File: src/rtl/ddr_pkg.sv
// Shared HDR-DDR receive definitions: mode encodings, field lengths,
// CRC token constant and the parity helper.
package ddr_pkg;

  typedef enum logic [2:0] {
    MODE_PREAMBLE  = 3'd0,
    MODE_DATA      = 3'd1,
    MODE_PARITY    = 3'd2,
    MODE_CRC_TOKEN = 3'd3,
    MODE_CRC_VALUE = 3'd4
  } mode_e;

  localparam logic [3:0] LEN_PREAMBLE  = 4'd2;
  localparam logic [3:0] LEN_DATA      = 4'd8;
  localparam logic [3:0] LEN_PARITY    = 4'd2;
  localparam logic [3:0] LEN_CRC_TOKEN = 4'd4;
  localparam logic [3:0] LEN_CRC_VALUE = 4'd5;

  localparam logic [3:0] CRC_TOKEN = 4'b1100;

  // {P1, P0}: P1 over odd bits, P0 over even bits inverted, across both bytes.
  function automatic logic [1:0] ddr_parity(input logic [7:0] d1, input logic [7:0] d2);
    logic p1;
    logic p0;
    p1 = d1[7] ^ d1[5] ^ d1[3] ^ d1[1] ^ d2[7] ^ d2[5] ^ d2[3] ^ d2[1];
    p0 = d1[6] ^ d1[4] ^ d1[2] ^ d1[0] ^ d2[6] ^ d2[4] ^ d2[2] ^ d2[0] ^ 1'b1;
    return {p1, p0};
  endfunction

endpackage

File: src/rtl/ddr_rx_deser.sv
// Edge-qualified MSB-first shift register with bit counter.
// o_last is asserted combinationally on the sample that completes a field
// of i_len bits; o_field then holds the complete field (LSB = current bit).
module ddr_rx_deser
  import ddr_pkg::*;
(
  input  logic       i_clk,
  input  logic       i_rst,
  input  logic       i_clr,
  input  logic       i_edge,
  input  logic       i_sda,
  input  logic [3:0] i_len,
  output logic       o_last,
  output logic [7:0] o_field
);

  logic [2:0] cnt_q, cnt_d;
  logic [7:0] shreg_q, shreg_d;

  assign o_field = {shreg_q[6:0], i_sda};
  assign o_last  = i_edge && ({1'b0, cnt_q} == (i_len - 4'd1));

  // Next counter / shift state: clear wins, a completed field restarts at zero.
  always_comb begin
    cnt_d   = cnt_q;
    shreg_d = shreg_q;
    if (i_clr) begin
      cnt_d   = '0;
      shreg_d = '0;
    end else if (o_last) begin
      cnt_d   = '0;
      shreg_d = '0;
    end else if (i_edge) begin
      cnt_d   = cnt_q + 3'd1;
      shreg_d = o_field;
    end
  end

  // State register.
  always_ff @(posedge i_clk) begin
    if (i_rst) begin
      cnt_q   <= '0;
      shreg_q <= '0;
    end else begin
      cnt_q   <= cnt_d;
      shreg_q <= shreg_d;
    end
  end

endmodule

File: src/rtl/ddr_rx.sv
// HDR-DDR receive deserializer: field sequencing, byte capture, parity,
// CRC token and CRC value checks around ddr_rx_deser.
// Optional macro DDR_RX_CRC_CHECK_EN enables the CRC value comparison and
// drives the o_crc_* outputs; otherwise those outputs are tied low.
module ddr_rx
  import ddr_pkg::*;
(
  input  logic       i_sys_clk,
  input  logic       i_sys_rst,
  input  logic       i_ddrccc_rx_en,
  input  logic [2:0] i_ddrccc_rx_mode,
  input  logic       i_sclgen_scl_pos_edge,
  input  logic       i_sclgen_scl_neg_edge,
  input  logic       i_sdahnd_rx_sda,
  input  logic [4:0] i_crc_value,
  output logic       o_ddrccc_rx_mode_done,
  output logic [1:0] o_ddrccc_preamble,
  output logic [7:0] o_regfcrc_rx_data_out,
  output logic       o_regf_wr_en,
  output logic       o_ddrccc_error,
  output logic       o_crc_en,
  output logic       o_crc_data_valid,
  output logic       o_crc_last_byte,
  output logic [7:0] o_crc_parallel_data
);

  mode_e      mode;
  mode_e      mode_prev_q;
  logic       mode_chg;
  logic       active;
  logic [3:0] len;
  logic       clr;
  logic       samp;
  logic       last;
  logic [7:0] field;
  logic       byte_done;

  logic       done_q, done_d;
  logic       wr_q, wr_d;
  logic       err_q, err_d;
  logic       tog_q, tog_d;
  logic [1:0] pre_q, pre_d;
  logic [7:0] data_q, data_d;
  logic [7:0] d1_q, d1_d;
  logic [7:0] d2_q, d2_d;

  assign mode     = mode_e'(i_ddrccc_rx_mode);
  assign mode_chg = (mode != mode_prev_q);
  assign clr      = !i_ddrccc_rx_en || mode_chg;
  assign samp     = (i_sclgen_scl_pos_edge || i_sclgen_scl_neg_edge) &&
                    i_ddrccc_rx_en && active && !mode_chg;
  assign byte_done = last && (mode == MODE_DATA);

  // Field length per mode; encodings 5-7 are idle.
  always_comb begin
    active = 1'b1;
    len    = 4'd0;
    case (mode)
      MODE_PREAMBLE:  len = LEN_PREAMBLE;
      MODE_DATA:      len = LEN_DATA;
      MODE_PARITY:    len = LEN_PARITY;
      MODE_CRC_TOKEN: len = LEN_CRC_TOKEN;
      MODE_CRC_VALUE: len = LEN_CRC_VALUE;
      default:        active = 1'b0;
    endcase
  end

  ddr_rx_deser u_deser (
    .i_clk   (i_sys_clk),
    .i_rst   (i_sys_rst),
    .i_clr   (clr),
    .i_edge  (samp),
    .i_sda   (i_sdahnd_rx_sda),
    .i_len   (len),
    .o_last  (last),
    .o_field (field)
  );

  // Field completion: latch results, run checks, pulse strobes.
  always_comb begin
    done_d = 1'b0;
    wr_d   = 1'b0;
    err_d  = err_q;
    tog_d  = tog_q;
    pre_d  = pre_q;
    data_d = data_q;
    d1_d   = d1_q;
    d2_d   = d2_q;
    if (!i_ddrccc_rx_en) begin
      err_d = 1'b0;
      tog_d = 1'b0;
    end else if (last) begin
      done_d = 1'b1;
      case (mode)
        MODE_PREAMBLE: pre_d = field[1:0];
        MODE_DATA: begin
          data_d = field;
          wr_d   = 1'b1;
          tog_d  = !tog_q;
          if (tog_q) d2_d = field;
          else       d1_d = field;
        end
        MODE_PARITY: begin
          if (field[1:0] != ddr_parity(d1_q, d2_q)) err_d = 1'b1;
          tog_d = 1'b0;
        end
        MODE_CRC_TOKEN: if (field[3:0] != CRC_TOKEN) err_d = 1'b1;
`ifdef DDR_RX_CRC_CHECK_EN
        MODE_CRC_VALUE: if (field[4:0] != i_crc_value) err_d = 1'b1;
`endif
        default: ;
      endcase
    end
  end

  // Main state register.
  always_ff @(posedge i_sys_clk) begin
    if (i_sys_rst) begin
      mode_prev_q <= MODE_PREAMBLE;
      done_q      <= 1'b0;
      wr_q        <= 1'b0;
      err_q       <= 1'b0;
      tog_q       <= 1'b0;
      pre_q       <= '0;
      data_q      <= '0;
      d1_q        <= '0;
      d2_q        <= '0;
    end else begin
      mode_prev_q <= mode;
      done_q      <= done_d;
      wr_q        <= wr_d;
      err_q       <= err_d;
      tog_q       <= tog_d;
      pre_q       <= pre_d;
      data_q      <= data_d;
      d1_q        <= d1_d;
      d2_q        <= d2_d;
    end
  end

  assign o_ddrccc_rx_mode_done = done_q;
  assign o_regf_wr_en          = wr_q;
  assign o_ddrccc_error        = err_q;
  assign o_ddrccc_preamble     = pre_q;
  assign o_regfcrc_rx_data_out = data_q;

`ifdef DDR_RX_CRC_CHECK_EN
  logic       crc_en_q, crc_en_d;
  logic       crc_dv_q, crc_dv_d;
  logic       crc_lb_q, crc_lb_d;
  logic [7:0] crc_pd_q, crc_pd_d;

  // CRC engine interface: enable by mode, byte strobe on each data byte.
  always_comb begin
    crc_en_d = i_ddrccc_rx_en && (mode == MODE_DATA || mode == MODE_CRC_TOKEN ||
                                  mode == MODE_CRC_VALUE);
    crc_lb_d = i_ddrccc_rx_en && (mode == MODE_CRC_TOKEN);
    crc_dv_d = i_ddrccc_rx_en && byte_done;
    crc_pd_d = crc_pd_q;
    if (crc_dv_d) crc_pd_d = field;
  end

  // CRC interface register.
  always_ff @(posedge i_sys_clk) begin
    if (i_sys_rst) begin
      crc_en_q <= 1'b0;
      crc_dv_q <= 1'b0;
      crc_lb_q <= 1'b0;
      crc_pd_q <= '0;
    end else begin
      crc_en_q <= crc_en_d;
      crc_dv_q <= crc_dv_d;
      crc_lb_q <= crc_lb_d;
      crc_pd_q <= crc_pd_d;
    end
  end

  assign o_crc_en            = crc_en_q;
  assign o_crc_data_valid    = crc_dv_q;
  assign o_crc_last_byte     = crc_lb_q;
  assign o_crc_parallel_data = crc_pd_q;
`else
  logic unused_crc;
  assign unused_crc          = ^{i_crc_value, byte_done};
  assign o_crc_en            = 1'b0;
  assign o_crc_data_valid    = 1'b0;
  assign o_crc_last_byte     = 1'b0;
  assign o_crc_parallel_data = 8'h00;
`endif

endmodule

File: config.mk
export PLATFORM = sky130hd
export DESIGN_NAME = ddr_rx
export DESIGN_NICKNAME = d
export VERILOG_FILES = /design/src/rtl/ddr_pkg.sv /design/src/rtl/ddr_rx_deser.sv /design/src/rtl/ddr_rx.sv
export SDC_FILE = /design/constraint.sdc
export NUM_CORES = 1
export LEC_CHECK = 0
export CAP_MARGIN = 20
export CORE_MARGIN = 5
export CORE_UTILIZATION = 43
export DETAILED_ROUTE_END_ITERATION = 12
export GPL_TIMING_DRIVEN = 1
export PLACE_DENSITY_LB_ADDON = 0.12
export SYNTH_ARGS = -nofsm -noshare
export SYNTH_HDL_FRONTEND = slang
export SYNTH_SLANG_ARGS = --single-unit
File: constraint.sdc
create_clock -name i_sys_clk -period 2.8 [get_ports i_sys_clk]
set_clock_uncertainty 0.15 [all_clocks]
set_input_delay 0.42 -clock i_sys_clk [delete_from_list [all_inputs] [get_ports i_sys_clk]]
set_output_delay 0.42 -clock i_sys_clk [all_outputs]
set_load 0.005 [all_outputs]
After elaboration in Yosys (flattened, before gate mapping)
Index checks and enable logic that the tools add are counted.
Word-level totals
  flip-flop bits (word level): 43
  input port bits: 14
  output and inout port bits: 24
Cells by class
  $add $sub $neg: 2
  equality and inequality tests: 10
  multiplexer cells: 8
  bitwise logic cells: 18
  reduce and logical (&&, ||, !) cells: 23
Operators with widths (count)
  $pmux 4 s4: 1
  $xor 1x1->1: 14
  $reduce_and 4->1: 3
  $eq 3x2->1 const B: 2
  $reduce_and 3->1: 2
  $reduce_or 3->1: 2
  $mux 1: 5
  $reduce_or 5->1: 1
  $eq 3x4->1: 1
  $logic_and 1x1->1: 4
  $ne 2x2->1 const B: 2
  $ne 4x4->1 const B: 1
  $not 1->1: 4
  $pmux 1 s2: 2
  $reduce_bool 2->1: 2
  $reduce_or 2->1: 2
  $sub 4x1->4 const B: 1
  $add 3x1->3 const B: 1
  $eq 3x1->1 const B: 1
  $eq 3x3->1 const B: 1
  $logic_not 1->1: 3
  $logic_not 3->1: 1
  $ne 3x3->1: 1
  $logic_or 1x1->1: 2
  2 further kinds: 2

Logic depth before layout (Yosys ltp)
Gate-level depths: netlist of the first run.
  word-level depth: 11
  gate-level depth with buffers: 10
  gate-level depth less buffers: 8

Modules after synthesis
From an unflattened synthesis of the first run, not the netlist that was laid out.
Second synthesis, totals
  cell total of the unflattened synthesis: 212
  area total of the unflattened synthesis: 2107.0 um^2
By module, submodules not included
  ddr_rx: times used 1, cells each 163, area an instance 1574.0 um^2
  ddr_rx_deser: times used 1, cells each 49, area an instance 533.0 um^2

Worst setup path before layout of the first run
Ideal clock, no wire load.
  path kind: input port to flip-flop
  from: input port i_ddrccc_rx_mode[0]
  to: register data_q[1] (netlist: o_regfcrc_rx_data_out[1])
  library setup time: 121 ps
  arrival time: 2335 ps
  slack: 194 ps
  cell stages on the path: 9
  buffers on the path: 2
  cell sequence: buf_2 > or2_2 > ha_1 > xor2_1 > o211a_1 > nand4_2 > or4_1 > buf_4 > mux2i_1
Between the ends
  longest elaborated chain between the ends: 7
  elaborated cells between the ends (all ways): 17
  those cells by class: add/sub: 1; eq/ne: 6; mux: 2; reduce/logical: 8
Ends and longest elaborated chain
  start, declared: RTL line ddr_rx.sv:11  | input logic [2:0] i_ddrccc_rx_mode,
  $eq 3x2->1 (tied with other cells): RTL line ddr_rx.sv:58  | case (mode)
  $reduce_or 2->1 (no source line) / $reduce_or 5->1 (equally long branches)
  $pmux 4 s4 / $mux 1 (equally long branches): RTL line ddr_rx.sv:58
  $sub 4x1->4 / $logic_and 1x1->1 (equally long branches): RTL line ddr_rx_deser.sv:21, ddr_rx.sv:51
  $eq 3x4->1 / $logic_and 1x1->1 (equally long branches): RTL line ddr_rx_deser.sv:21, ddr_rx.sv:51
  $logic_and 1x1->1: RTL line ddr_rx_deser.sv:21  | assign o_last = i_edge && ({1'b0, cnt_q} == (i_len - 4'd1));
  $reduce_and 3->1 (no source line) (*)
  end signal, assigned: RTL line ddr_rx.sv:135  | data_q <= data_d;
  end, declared: RTL line ddr_rx.sv:43  | logic [7:0] data_q, data_d;
Every way passes the cells marked *; elsewhere a longest branch is shown, timed or not.
A chain may end at the register's enable or synchronous reset.

Worst setup path after layout of the first run
  from: input port i_ddrccc_rx_mode[1]
  to: register data_q[1] (netlist: o_regfcrc_rx_data_out[1])
Same word-level chain as after synthesis.

==> metrics.cfg, run 1 <==
[synth]
synth_top_area_share=0.403
syn_area_per_cell_um2=9.89
synth_cell_types=37
synth-edff-count=0
synth_area_leaders=dfxtp_1 (40%), mux2i_1 (16%), nand2b_1 (11%)
syn_area_um2=2140
ys_ff_latch=43
ys_seq_area_frac=0.403
yosysTopAreaCell=dfxtp_1
syn_inst=216
synthArstFlopShare=0
yosysWarnings=0
ys.flop_type=dfxtp_1

[setup_path]
required_ns=2.84
path_class=in -> reg
startpoint=i_ddrccc_rx_mode[1]
crit_path_start_kind=input port
cpPeakStageDelay_ns=0.46
crit_path_end_kind=flip-flop
cp.arrival_ns=2.72
timing.rr.start=u_deser.cnt_q[1]
rrSetupSlack_ns=0.89
slowest_stage=clkdlybuf4s50_1
crit_fanout=8
cp_cell_sequence=clkdlybuf4s50_1 -> nor3b_4 -> inv_1 -> ha_1 -> xor2_1 -> o211a_1 -> nand4_4 -> or4_1 -> buf_4 -> mux2i_1

[layout]
layout-drive-gt1-share=0.116
nets=265
antenna_cells=0
seqCellArea_um2=861
nFillCells=448
final_common_cell=dfxtp_1
layout.cells.most_common_list=dfxtp_1 (43), nand2b_1 (38), mux2i_1 (34)
synthToLayoutAreaGrowth_pct=21.4
multi_input_area_um2=1200
stdcell_area_um2=2590

[pwr]
p_per_area_nw_per_um2=441
switching_power_uw=264
p_comb_frac=0.077
intPower_uw=881
p_leak_uw=0.00110
vdd_drop_max_mv=0.301
sw_frac_of_total=0.231
p_clk_frac=0.387
pwr-share-seq=0.536

[timing]
fmax_ghz=0.373
setup_ws_ns=0.117
rsz0062_at_grt=no
hold_ws_ns=0.324
setup_violations=0
post-route-min-period_ns=2.68
period_share=0.958
hold_viol=0
tns_ns=0
finalMaxSlewViolations=0

[route]
drc=0
dr.pass1.iters=4
wirelength_um=4230
vias=1484
wl_per_cell_um=13.3
postRouteAntennaNets=0
vias_per_cell=4.68
first_iter_violations=46

[floorplanning]
fp.dieH_um=80.5
start_util=0.447
fp.coreArea_um2=4790
die_area_um2=6480
fp-row-count=25
die_w_um=80.5
ios=38

[clock_network]
cts_root_buffer=clkbuf_8
cts_tree=yes
clkSinkCount=43
postCtsHoldBufs=0
clk_pin_slew_worst_paths_ns=0.08
cts_made_buffers=5
clockBufferDepth=2
insertion_delay_ns=0.30
h-tree-depth=2

[run_status]
status=complete, no violations

[worst_hold_path]
hold_class=reg -> reg
hold_path_startpoint=o_ddrccc_preamble[0]

[placement]
pre_cts_ws_ns=-0.290
placed_area_um2=2470
portBuffers=21
hpwl_um=3070
gp_congestion=0.830

[global_route]
grt_pass1_vias=1404
grt_max_degree=34
grt_pass1_wl_um=7040
grt_remaining_overflow=0
grtUsageTotal=0.143
antenna_found_initial=0

[run]
drv_cap=0

==> power by group through the flow <==
stage	sequential [uW]	clock (uW)	combinational, uW
2_1_floorplan	629	0	63.7
3_3_place_gp	629	0	85.3
3_5_place_dp	629	0	85.1
4_1_cts	614	460	85.4
5_1_grt	615	486	95.6
6_report	614	443	87.9
==> worst max-delay path, delay by kind of cell <==
kind	cells	cell delay [ns]
AO/OA/AOI/OAI	1	0.23
XOR/XNOR	1	0.13
adder cells (fa/ha/maj)	1	0.30
AND/OR/NAND/NOR	3	0.79
multiplexers	1	0.13
buffers and inverters	3	0.73
==> final timing paths <==
path / endpoint / cells past startpoint
max: o_regfcrc_rx_data_out[1] / 10
max reg2reg: o_regfcrc_rx_data_out[1] / 6
min: o_ddrccc_preamble[0] / 2
min reg2reg: o_ddrccc_preamble[0] / 2
==> sequential cells by signal, summed over array words and instances (netlist names) <==
signal,count
u_deser.shreg_q,7
tog_q,1
o_regfcrc_rx_data_out,8
o_ddrccc_error,1
d1_q,8
d2_q,8
o_ddrccc_preamble,2
o_regf_wr_en,1
u_deser.cnt_q,3
o_ddrccc_rx_mode_done,1
mode_prev_q,3
==> layout make-up <==
| cell class | count | area share |
|---|---|---|
| multi-input combinational | 161 | 0.462 |
| timing repair buffer | 36 | 0.131 |
| clock buffer | 7 | 0.0371 |
| inverter | 2 | 0.00289 |
| sequential | 43 | 0.332 |
| clock inverter | 1 | 0.00289 |
| tap | 67 | 0.0323 |
==> synthesized netlist by cell type, types with 2 or more instances <==
| library cell | number |
|---|---|
| xor2_1 | 5 |
| and3_1 | 2 |
| inv_1 | 2 |
| nand2b_1 | 38 |
| mux2i_1 | 34 |
| xnor3_1 | 2 |
| nor4_1 | 2 |
| nand4_1 | 3 |
| nor2b_1 | 2 |
| nand3_1 | 3 |
| dfxtp_1 | 43 |
| nor2_1 | 14 |
| xnor2_1 | 14 |
| buf_4 | 12 |
| nor3_1 | 4 |
| ha_1 | 2 |
| clkbuf_1 | 6 |
| a31oi_1 | 2 |
| nand2_1 | 6 |
| buf_2 | 2 |
| or3_1 | 2 |
==> kinds of logic (layout without fill, tap and decap cells) <==
| group | count (synthesis) | after routing | share of synthesized area |
|---|---|---|---|
| DFF | 43 | 43 | 0.403 |
| muxes | 34 | 34 | 0.159 |
| xor gates and xnor gates | 21 | 21 | 0.0989 |
| adders and majority gates | 2 | 2 | 0.0117 |
| AOI/OAI and AO/OA | 7 | 7 | 0.0240 |
| and+or+nand+nor | 86 | 86 | 0.241 |
| other | 1 | 11 | 0.00175 |
| buffers and inverters | 22 | 46 | 0.0609 |
==> layer usage <==
| metal | routed length, um | GRT usage | vias up |
|---|---|---|---|
| met5 | 0 | 0 | - |
| met4 | 59 | 0.0456 | 0 |
| met1 | 2130 | 0.194 | 692 |
| li1 | - | - | 761 |
| met3 | 198 | 0.0482 | 7 |
| met2 | 1840 | 0.213 | 24 |
==> per-stage QoR <==
stage,cells,total power [uW],utilization
2_1_floorplan,226,692,-
3_3_place_gp,309,714,0.516
3_5_place_dp,309,714,0.516
4_1_cts,317,1160,0.538
5_1_grt,317,1200,0.542
6_report,317,1150,0.542
==> timing repair <==
item,CTS,global route
gates resized for setup,0,4
endpoints found under the setup margin,0,13
buffers inserted,0,0
Power figures use the tool's default switching activity.
==> run 2, diff against run 1 <==
- CORE_MARGIN: 5 -> 3
- TNS_END_PERCENT: unset -> 5
==> run 2 against run 1 <==
  * Die area shrank 9.7%
  * Sequential share of layout area fell by 0.44 points
  * Routed wire length fell by 3.6%
  * Clock power up 9.3%
  * Global-route usage up 0.51 points
  * Critical path depth is the same
  * Largest power group unchanged
  * Highest routed layer unchanged
==> metrics.cfg, run 2 (synthesized netlist as in run 1, its figures left out) <==
[layout]
antenna_cells=0  ; unchanged
layout-drive-gt1-share=0.134  ; +0.0179
nets=269  ; +1.5%
layout.cells.most_common_list=dfxtp_1 (43), nand2b_1 (38), mux2i_1 (34)
final_common_cell=dfxtp_1
synthToLayoutAreaGrowth_pct=23.1
stdcell_area_um2=2630  ; +1.3%

[global_route]
grtUsageTotal=0.148  ; +0.00508
antenna_found_initial=0  ; unchanged
grt_pass1_vias=1449  ; +3.2%
grt_pass1_wl_um=7090  ; +0.68%
grt_max_degree=19  ; -44%
grt_remaining_overflow=0  ; unchanged

[setup_path]
crit_path_end_kind=flip-flop
required_ns=2.83  ; about the same
slowest_stage=clkdlybuf4s50_1
crit_buf_inv=3  ; unchanged
path_class=in -> reg
crit_fanout=8  ; unchanged
cp.arrival_ns=2.72  ; about the same
cp_cell_sequence=clkdlybuf4s50_1 -> nor3b_4 -> inv_1 -> ha_1 -> xor2_1 -> o211a_1 -> nand4_2 -> or4_4 -> buf_6 -> mux2i_1
cpPeakStageDelay_ns=0.52  ; +0.06 ns
crit_path_start_kind=input port
critPathTopFamily=simple AND/OR/NAND/NOR gates

[timing]
hold_ws_ns=0.322  ; -0.00208 ns
post-route-min-period_ns=2.69  ; +0.00389 ns
relSlewSlack=0.597
finalMaxSlewViolations=0  ; unchanged
fmax_ghz=0.372  ; -0.14%
worst_pin_slew_ns=0.603
period_share=0.959  ; +0.00139
setup_violations=0  ; unchanged
setup_ws_ns=0.114  ; -0.00389 ns
hold_viol=0  ; unchanged

[floorplanning]
fp-row-count=25  ; unchanged
start_util=0.449  ; +0.00294
die_area_um2=5850  ; -9.7%
ios=38  ; unchanged
fp.dieH_um=76.5  ; -5.0%
fp.coreArea_um2=4750  ; -0.65%
die_w_um=76.5  ; -5.0%

[route]
wl_per_cell_um=12.7  ; -4.8%
vias=1507  ; +1.5%
drc=0  ; unchanged
postRouteAntennaNets=0  ; unchanged
dr.pass1.iters=4  ; unchanged
vias_per_cell=4.69  ; +0.28%
wirelength_um=4070  ; -3.6%
first_iter_violations=99  ; +120%

[clock_network]
cts_root_buffer=clkbuf_8
cts_tree=yes
h-tree-depth=2  ; unchanged
clkSinkCount=43  ; unchanged
clockBufferDepth=2  ; unchanged
insertion_delay_ns=0.30  ; about the same
clk_pin_slew_worst_paths_ns=0.08  ; about the same
cts_made_buffers=5  ; unchanged

[run_status]
status=complete, no violations

[pwr]
p_per_area_nw_per_um2=452  ; +2.5%
p_leak_uw=0.00114  ; +3.0%
vdd_drop_max_mv=0.322  ; +7.1%

[worst_hold_path]
hold_class=reg -> reg

[placement]
hpwl_um=3070  ; about the same
pre_cts_ws_ns=-0.265  ; +0.0249 ns
portBuffers=21  ; unchanged
gp_congestion=0.861  ; +3.7%
placed_area_um2=2500  ; +1.2%

[run]
drv_cap=0  ; unchanged

run 2: layout make-up:
| type | instances | area [um^2] |
|---|---|---|
| clock inverters | 3 | 43.8 |
| repair buffers | 40 | 372 |
| flip-flops and latches | 43 | 861 |
| well taps | 67 | 83.8 |
| multi-input cells | 161 | 1190 |
| inverters | 2 | 7.51 |
| fillers | 467 | 2120 |
| clock buffers | 5 | 68.8 |
run 2: worst reg2reg max path, stage by stage, from the launching register on:
cell and delay (ns):
dfxtp_1 0.37, xor2_1 0.16, o211a_1 0.20, nand4_2 0.15, or4_4 0.45, buf_6 0.16, mux2i_1 0.12
run 2: where the power goes:
group	switching [uW]	internal, uW	leakage [uW]
Clock	218	266	0.0000581
Sequential	0.970	613	0.000347
Combinational	44.8	46.7	0.000731
Total	264	926	0.00114
run 2: metrics by stage:
step	TNS, ns	cells	utilization	total power (uW)
2_1_floorplan	0	226	-	692
3_3_place_gp	-4.35	313	0.526	719
3_5_place_dp	-4.87	313	0.526	719
4_1_cts	0	321	0.550	1200
5_1_grt	-0.0117	321	0.553	1240
6_report	0	321	0.553	1190
run 2: repair_timing:
action | CTS | global route
setup endpoints to repair | 0 | 13
hold buffers | 0 | 0
gates resized for setup | 0 | 4
hold endpoints to repair | 0 | 0
buffers inserted | 0 | 0
run 2: layer usage:
metal,vias up,share of wire,track usage
met1,694,0.51,0.209
met2,35,0.44,0.226
met5,-,0,0
met4,0,0.015,0.0543
li1,772,-,-
met3,6,0.042,0.0272
run 2: worst paths after layout:
check / slack [ns] / start / endpoint / depth (start not counted)
worst max register to register: 0.94 / u_deser.cnt_q[1] / o_regfcrc_rx_data_out[5] / 6
worst min register to register: 0.32 / o_ddrccc_preamble[1] / o_ddrccc_preamble[1] / 2
worst min-delay path: 0.32 / o_ddrccc_preamble[1] / o_ddrccc_preamble[1] / 2
worst max-delay path: 0.11 / i_ddrccc_rx_mode[2] / o_regfcrc_rx_data_out[5] / 10
==> run 3, diff against run 2 <==
- HOLD_SLACK_MARGIN: unset -> 0.05
==> results of run 3 <==
Final layout, timing and power as in run 2 (identical DEF).
